### src/rtl/bufram_fill_pkg.sv
// Shared encodings for the bufram fill engine: FSM states and port-B byte enables.
package bufram_fill_pkg;

  localparam logic [1:0] IDLE = 2'd0;
  localparam logic [1:0] REQ  = 2'd1;
  localparam logic [1:0] FILL = 2'd2;
  localparam logic [1:0] DONE = 2'd3;

  // Big-endian packing: even halfword to the upper lanes, odd to the lower.
  localparam logic [3:0] WE_HI   = 4'b1100;
  localparam logic [3:0] WE_LO   = 4'b0011;
  localparam logic [3:0] WE_NONE = 4'b0000;

endpackage

### src/rtl/bufram_fill_ctr.sv
// Halfword counter for one line fill; wraps naturally and flags the last halfword.
module bufram_fill_ctr #(
  parameter int unsigned WIDTH = 4
) (
  input  logic             clk,
  input  logic             rst,
  input  logic             clr,
  input  logic             inc,
  output logic [WIDTH-1:0] cnt,
  output logic             tc_c
);

  always_ff @(posedge clk or posedge rst) begin
    if (rst)      cnt <= '0;
    else if (clr) cnt <= '0;
    else if (inc) cnt <= cnt + WIDTH'(1);
  end

  assign tc_c = (cnt == {WIDTH{1'b1}});

endmodule

### src/rtl/bufram_fill.sv
// SDRAM-side line fill engine: one burst read per request, halfwords packed into bufram port B.
// Optional critical-word-first ordering via `define BUFRAM_FILL_CRITICAL_WORD_FIRST_EN.
module bufram_fill
  import bufram_fill_pkg::*;
#(
  parameter int unsigned ADDR_WIDTH = 3
) (
  input  logic                  sdram_clk,
  input  logic                  sdram_rst,
  input  logic                  fill_req_i,
  input  logic [31:0]           fill_adr_i,
  output logic                  fill_busy_o,
  output logic                  fill_done_o,
  output logic                  sdram_req_o,
  output logic [31:0]           sdram_adr_o,
  input  logic                  sdram_ack_i,
  input  logic                  sdram_dv_i,
  input  logic [15:0]           sdram_dat_i,
`ifdef BUFRAM_FILL_CRITICAL_WORD_FIRST_EN
  output logic                  crit_valid_o,
`endif
  output logic [ADDR_WIDTH-1:0] buf_addr_o,
  output logic [3:0]            buf_we_o,
  output logic [31:0]           buf_di_o
);

  localparam int unsigned HW = ADDR_WIDTH + 1;

  logic [1:0]            state, state_nxt;
  logic [HW-1:0]         hcnt;
  logic                  tc_c;
  logic                  wr_c;
  logic                  start_c;
  logic [ADDR_WIDTH-1:0] start_word;
  logic [31:0]           adr_aligned_c;

  logic                  busy_nxt, done_nxt, req_nxt;
  logic [31:0]           adr_nxt;
  logic [ADDR_WIDTH-1:0] addr_nxt;
  logic [3:0]            we_nxt;
  logic [31:0]           di_nxt;
`ifdef BUFRAM_FILL_CRITICAL_WORD_FIRST_EN
  logic                  crit_nxt;
  logic [ADDR_WIDTH-1:0] start_word_q;
  logic                  unused_adr;

  assign adr_aligned_c = {fill_adr_i[31:2], 2'b00};
  assign start_word    = start_word_q;
  assign unused_adr    = ^fill_adr_i[1:0];

  // Requested word index is captured with the request so writes start there.
  always_ff @(posedge sdram_clk or posedge sdram_rst) begin
    if (sdram_rst)    start_word_q <= '0;
    else if (start_c) start_word_q <= fill_adr_i[ADDR_WIDTH+1:2];
  end
`else
  logic                  unused_adr;

  assign adr_aligned_c = {fill_adr_i[31:ADDR_WIDTH+2], (ADDR_WIDTH+2)'(0)};
  assign start_word    = '0;
  assign unused_adr    = ^fill_adr_i[ADDR_WIDTH+1:0];
`endif

  assign start_c = (state == IDLE) && fill_req_i;
  assign wr_c    = (state == FILL) && sdram_dv_i;

  bufram_fill_ctr #(.WIDTH(HW)) u_ctr (
    .clk  (sdram_clk),
    .rst  (sdram_rst),
    .clr  (state == IDLE),
    .inc  (wr_c),
    .cnt  (hcnt),
    .tc_c (tc_c)
  );

  // State register plus the registered outputs.
  always_ff @(posedge sdram_clk or posedge sdram_rst) begin
    if (sdram_rst) begin
      state        <= IDLE;
      fill_busy_o  <= 1'b0;
      fill_done_o  <= 1'b0;
      sdram_req_o  <= 1'b0;
      sdram_adr_o  <= '0;
      buf_addr_o   <= '0;
      buf_we_o     <= WE_NONE;
      buf_di_o     <= '0;
`ifdef BUFRAM_FILL_CRITICAL_WORD_FIRST_EN
      crit_valid_o <= 1'b0;
`endif
    end else begin
      state        <= state_nxt;
      fill_busy_o  <= busy_nxt;
      fill_done_o  <= done_nxt;
      sdram_req_o  <= req_nxt;
      sdram_adr_o  <= adr_nxt;
      buf_addr_o   <= addr_nxt;
      buf_we_o     <= we_nxt;
      buf_di_o     <= di_nxt;
`ifdef BUFRAM_FILL_CRITICAL_WORD_FIRST_EN
      crit_valid_o <= crit_nxt;
`endif
    end
  end

  // Next state; dv outside FILL and requests while busy are dropped.
  always_comb begin
    state_nxt = state;
    case (state)
      IDLE:    if (fill_req_i) state_nxt = REQ;
      REQ:     if (sdram_ack_i) state_nxt = FILL;
      FILL:    if (wr_c && tc_c) state_nxt = DONE;
      default: state_nxt = IDLE;
    endcase
  end

  // Next values of the registered outputs.
  always_comb begin
    busy_nxt = (state_nxt != IDLE);
    done_nxt = (state_nxt == DONE);
    req_nxt  = (state_nxt == REQ);
    adr_nxt  = sdram_adr_o;
    addr_nxt = buf_addr_o;
    we_nxt   = WE_NONE;
    di_nxt   = buf_di_o;
`ifdef BUFRAM_FILL_CRITICAL_WORD_FIRST_EN
    crit_nxt = wr_c && (hcnt == HW'(1));
`endif
    if (start_c) adr_nxt = adr_aligned_c;
    if (wr_c) begin
      addr_nxt = ADDR_WIDTH'(hcnt[HW-1:1] + start_word);
      we_nxt   = hcnt[0] ? WE_LO : WE_HI;
      di_nxt   = {sdram_dat_i, sdram_dat_i};
    end
  end

endmodule
### config.mk
export PLATFORM = sky130hd
export DESIGN_NAME = bufram_fill
export DESIGN_NICKNAME = d
export VERILOG_FILES = /design/src/rtl/bufram_fill_pkg.sv /design/src/rtl/bufram_fill_ctr.sv /design/src/rtl/bufram_fill.sv
export SDC_FILE = /design/constraint.sdc
export NUM_CORES = 1
export LEC_CHECK = 0
export ABC_AREA = 1
export BUFFER_PORTS_ARGS = -buffer_cell sky130_fd_sc_hd__buf_2
export CORE_ASPECT_RATIO = 0.7
export CORE_MARGIN = 1
export CORE_UTILIZATION = 35
export CTS_BUF_LIST = sky130_fd_sc_hd__clkbuf_16
export CTS_CLUSTER_DIAMETER = 50
export CTS_CLUSTER_SIZE = 20
export DETAILED_ROUTE_END_ITERATION = 12
export PLACE_DENSITY_LB_ADDON = 0.15
export SYNTH_ARGS = -nofsm -noshare
export SYNTH_HDL_FRONTEND = slang
export SYNTH_HIERARCHICAL = 1
export SYNTH_SLANG_ARGS = --single-unit
### constraint.sdc
create_clock -name sdram_clk -period 2 [get_ports sdram_clk]
set_input_delay 0.4 -clock sdram_clk [delete_from_list [all_inputs] [get_ports sdram_clk]]
set_output_delay 0.4 -clock sdram_clk [all_outputs]
set_load 0.02 [all_outputs]
==> results by group <==
Outcome
  • Status: finished, final reports clean

Floorplanning
  • Die Width: 104 microns
  • Die area: 0.00761 sq mm
  • Count of standard-cell rows: 25
  • Number of primary I/O pins: 127
  • Initial Util: 36.9%
  • Core outline area: 0.00688 sq mm
  • Overall die height: 73.3 microns

Pwr
  • Worst IR drop on VDD: 0.000818 V
  • Total power per unit cell area: 1800 mW/mm^2
  • Leakage power summed over all cells: 1.97 nW
  • Design Power: 6.03 mW

Place
  • Estimated wirelength of the detail-placed design: 3.80 mm
  • RD Place Congestion: 0.757
  • Standard cell area after detailed placement: 0.00303 sq mm
  • Total placed cells including tap cells: 462
  • PortBufs: 116

STA
  • Total Neg Setup Slack: 0 ps
  • Final-report setup violation count: 0
  • Number of pins exceeding their max-slew limit in the final report: 0
  • Final clock period utilization by the worst path: 70.1%
  • Final hold viol count: 0
  • Achievable frequency: 714 MHz
  • Minimum period implied by the final worst setup slack: 1400 ps
  • Unrepaired setup endpoints after global routing: no
  • Final worst clock skew: 4.63 ps

Final layout
  • Net count of the finished layout: 434
  • Layout overhead on the synthesized area: 32.0%
  • Most frequent cells in the layout: nand2_1, buf_2, dfrtp_1
  • Post-layout instance area: 0.00335 sq mm
  • Post-route insts no fill: 479
  • Most common library cell in the layout ignoring fill and taps: nand2_1
  • Share of post-route cells with drive strength above 1: 40.3%
  • Antenna Cells: 0

GRT
  • First-pass GRT wire length: 8.98 mm
  • Maximum number of pins on one net before global-route repair: 37
  • Met2 track demand over resource in global routing: 22.7%
  • Initial antenna violation count: 0
  • GRT met3 Usage: 6.21%
  • Remaining global-route overflow: 0
  • Overall Global Routing Usage: 15.5%
  • Global-route met1 utilization: 20.1%
  • Global route hottest layer: met2
  • Number of global-route vias before repair: 1948

Clock tree
  • H-tree depth: 3
  • Total clock sinks: 57
  • Root cell of the clock tree: clkbuf_16
  • Buffers inserted by post-CTS timing repair: 0
  • CTS Buf Count: 9
  • Clock-pin slew on the worst setup and hold paths: 50 ps
  • TritonCTS clock tree: done
  • Clock Latency Late Sink: 320 ps
  • Maximum clock insertion buffer count: 2

Drt
  • Average wire per standard cell: 11.2 microns
  • Residual antenna-violating net count after detailed routing: 0
  • DRT Wirelength: 5.38 mm
  • Via count: 2053
  • Iter 0 DRT Violations: 95
  • Count of TritonRoute iterations in the first routing pass: 4
  • Count of unresolved DRC violations after routing: 0
  • DR vias/cell: 4.29

Hold path
  • Classification of the worst-slack hold path: primary input to register

Critical path
  • Setup CP Type: register to register
  • Critical path launch point type: register
  • Type of element capturing the critical path: register
  • WP data required: 2210 ps
  • Highest net fanout along the worst path: 12
  • CP arrival: 1610 ps

Synthesis
  • Number of cells produced by synthesis: 277
  • Mux contribution to synthesized area: 0%
  • Netlist area before placement: 0.00254 sq mm
  • Synthesized-area fraction occupied by ao, oa, aoi and oai cells: 0.788%
  • Cell variety after synth: 19
  • Mean instance size in the synthesized netlist: 9.17 sq um
  • Post-synthesis register bit count: 57
  • Simple-gate portion of the synthesized area: 29.2%
  • Post-synthesis share of cell area spent on xor and xnor gates: 0%
  • Total of warnings raised by yosys: 6
  • Main combinational cell family by area after synthesis: simple AND/OR/NAND/NOR gates
  • Sequential fraction of the synthesis area: 56.2%
  • Synthesized-area fraction occupied by adder cells: 0.493%

Job
  • Max cap viols: 0
-- worst max-delay path, stage by stage (launching register included) --
cell,delay [ps]
dfrtp_1,430
inv_1,110
nand3_2,80
inv_2,190
buf_4,230
nand2_1,90
o21ai_1,110
a21oi_1,50
-- registers in the layout, summed over array words and instances (netlist names) --
signal / cells
state: 2
u_ctr/cnt: 4
sdram_adr_o: 27
fill_busy_o: 1
sdram_req_o: 1
fill_done_o: 1
buf_di_o: 16
buf_we_o: 2
buf_addr_o: 3
-- per-stage QoR --
step | util (%) | setup slack [ps] | hold slack, ps
after detailed placement | 44.1 | 573 | 315
after global routing | 48.7 | 431 | 265
after global placement | 44.1 | 596 | 317
after floorplan | - | 314 | 166
final | 48.7 | 599 | 270
after CTS | 48.7 | 551 | 256
-- Yosys cell counts --
library cell / count / share of area (%)
nand2_1: 121 / 18
dfrtp_1: 57 / 56
buf_4: 28 / 8.3
nand3_1: 22 / 4.3
inv_1: 13 / 1.9
nand3_2: 11 / 4.3
nor2_1: 4 / 0.59
a21oi_1: 3 / 0.59
buf_2: 3 / 0.59
buf_6: 3 / 1.3
inv_2: 2 / 0.30
nor2_2: 2 / 0.49
nor2_4: 2 / 0.89
buf_12: 1 / 0.79
conb_1: 1 / 0.15
ha_1: 1 / 0.49
nand2_4: 1 / 0.44
nand4_1: 1 / 0.25
o21ai_1: 1 / 0.20
-- worst paths after layout --
check                      cells after the start               to  slack [ps]             from
max in group asynchronous                      4  sdram_adr_o[21]         860        sdram_rst
min in group asynchronous                      3     u_ctr/cnt[1]         530        sdram_rst
min                                            3     buf_di_o[28]         270  sdram_dat_i[12]
min reg2reg                                    2  sdram_adr_o[22]         460  sdram_adr_o[22]
max reg2reg                                    7     u_ctr/cnt[2]         600         state[0]
max                                            7     u_ctr/cnt[2]         600         state[0]
-- layer usage --
layer  vias to the layer above  share of wire (%)
met4                         0                1.3
met2                        86                 41
met1                       923                 50
met3                         8                7.7
met5                         -                  0
li1                       1036                  -
-- repair_timing --
item | in CTS | in global routing
resized for setup | 0 | 0
endpoints found under the hold margin | 4 | 0
endpoints found under the setup margin | 0 | 0
hold buffers | 1 | 0
-- report_power, final --
part	total [mW]	internal [mW]	switching, mW
combinational	2.50	0.806	1.69
sequential	1.95	1.65	0.302
clock	1.57	1.07	0.498
total	6.03	3.53	2.49
-- area by class of cell --
class | count | area (sq um)
Fill cell | 678 | 3530
Sequential cell | 57 | 1430
Multi-Input combinational cell | 174 | 793
Timing Repair Buffer | 123 | 648
Clock buffer | 9 | 225
Tap cell | 94 | 118
Clock inverter | 7 | 85.1
Inverter | 15 | 56.3
-- kinds of logic after synthesis --
kind of cell | count (synthesis)
flops | 57
other cells | 1
simple gates | 164
buf+inv | 50
compound gates | 4
fa+ha+maj | 1
Power figures use the tool's default switching activity.
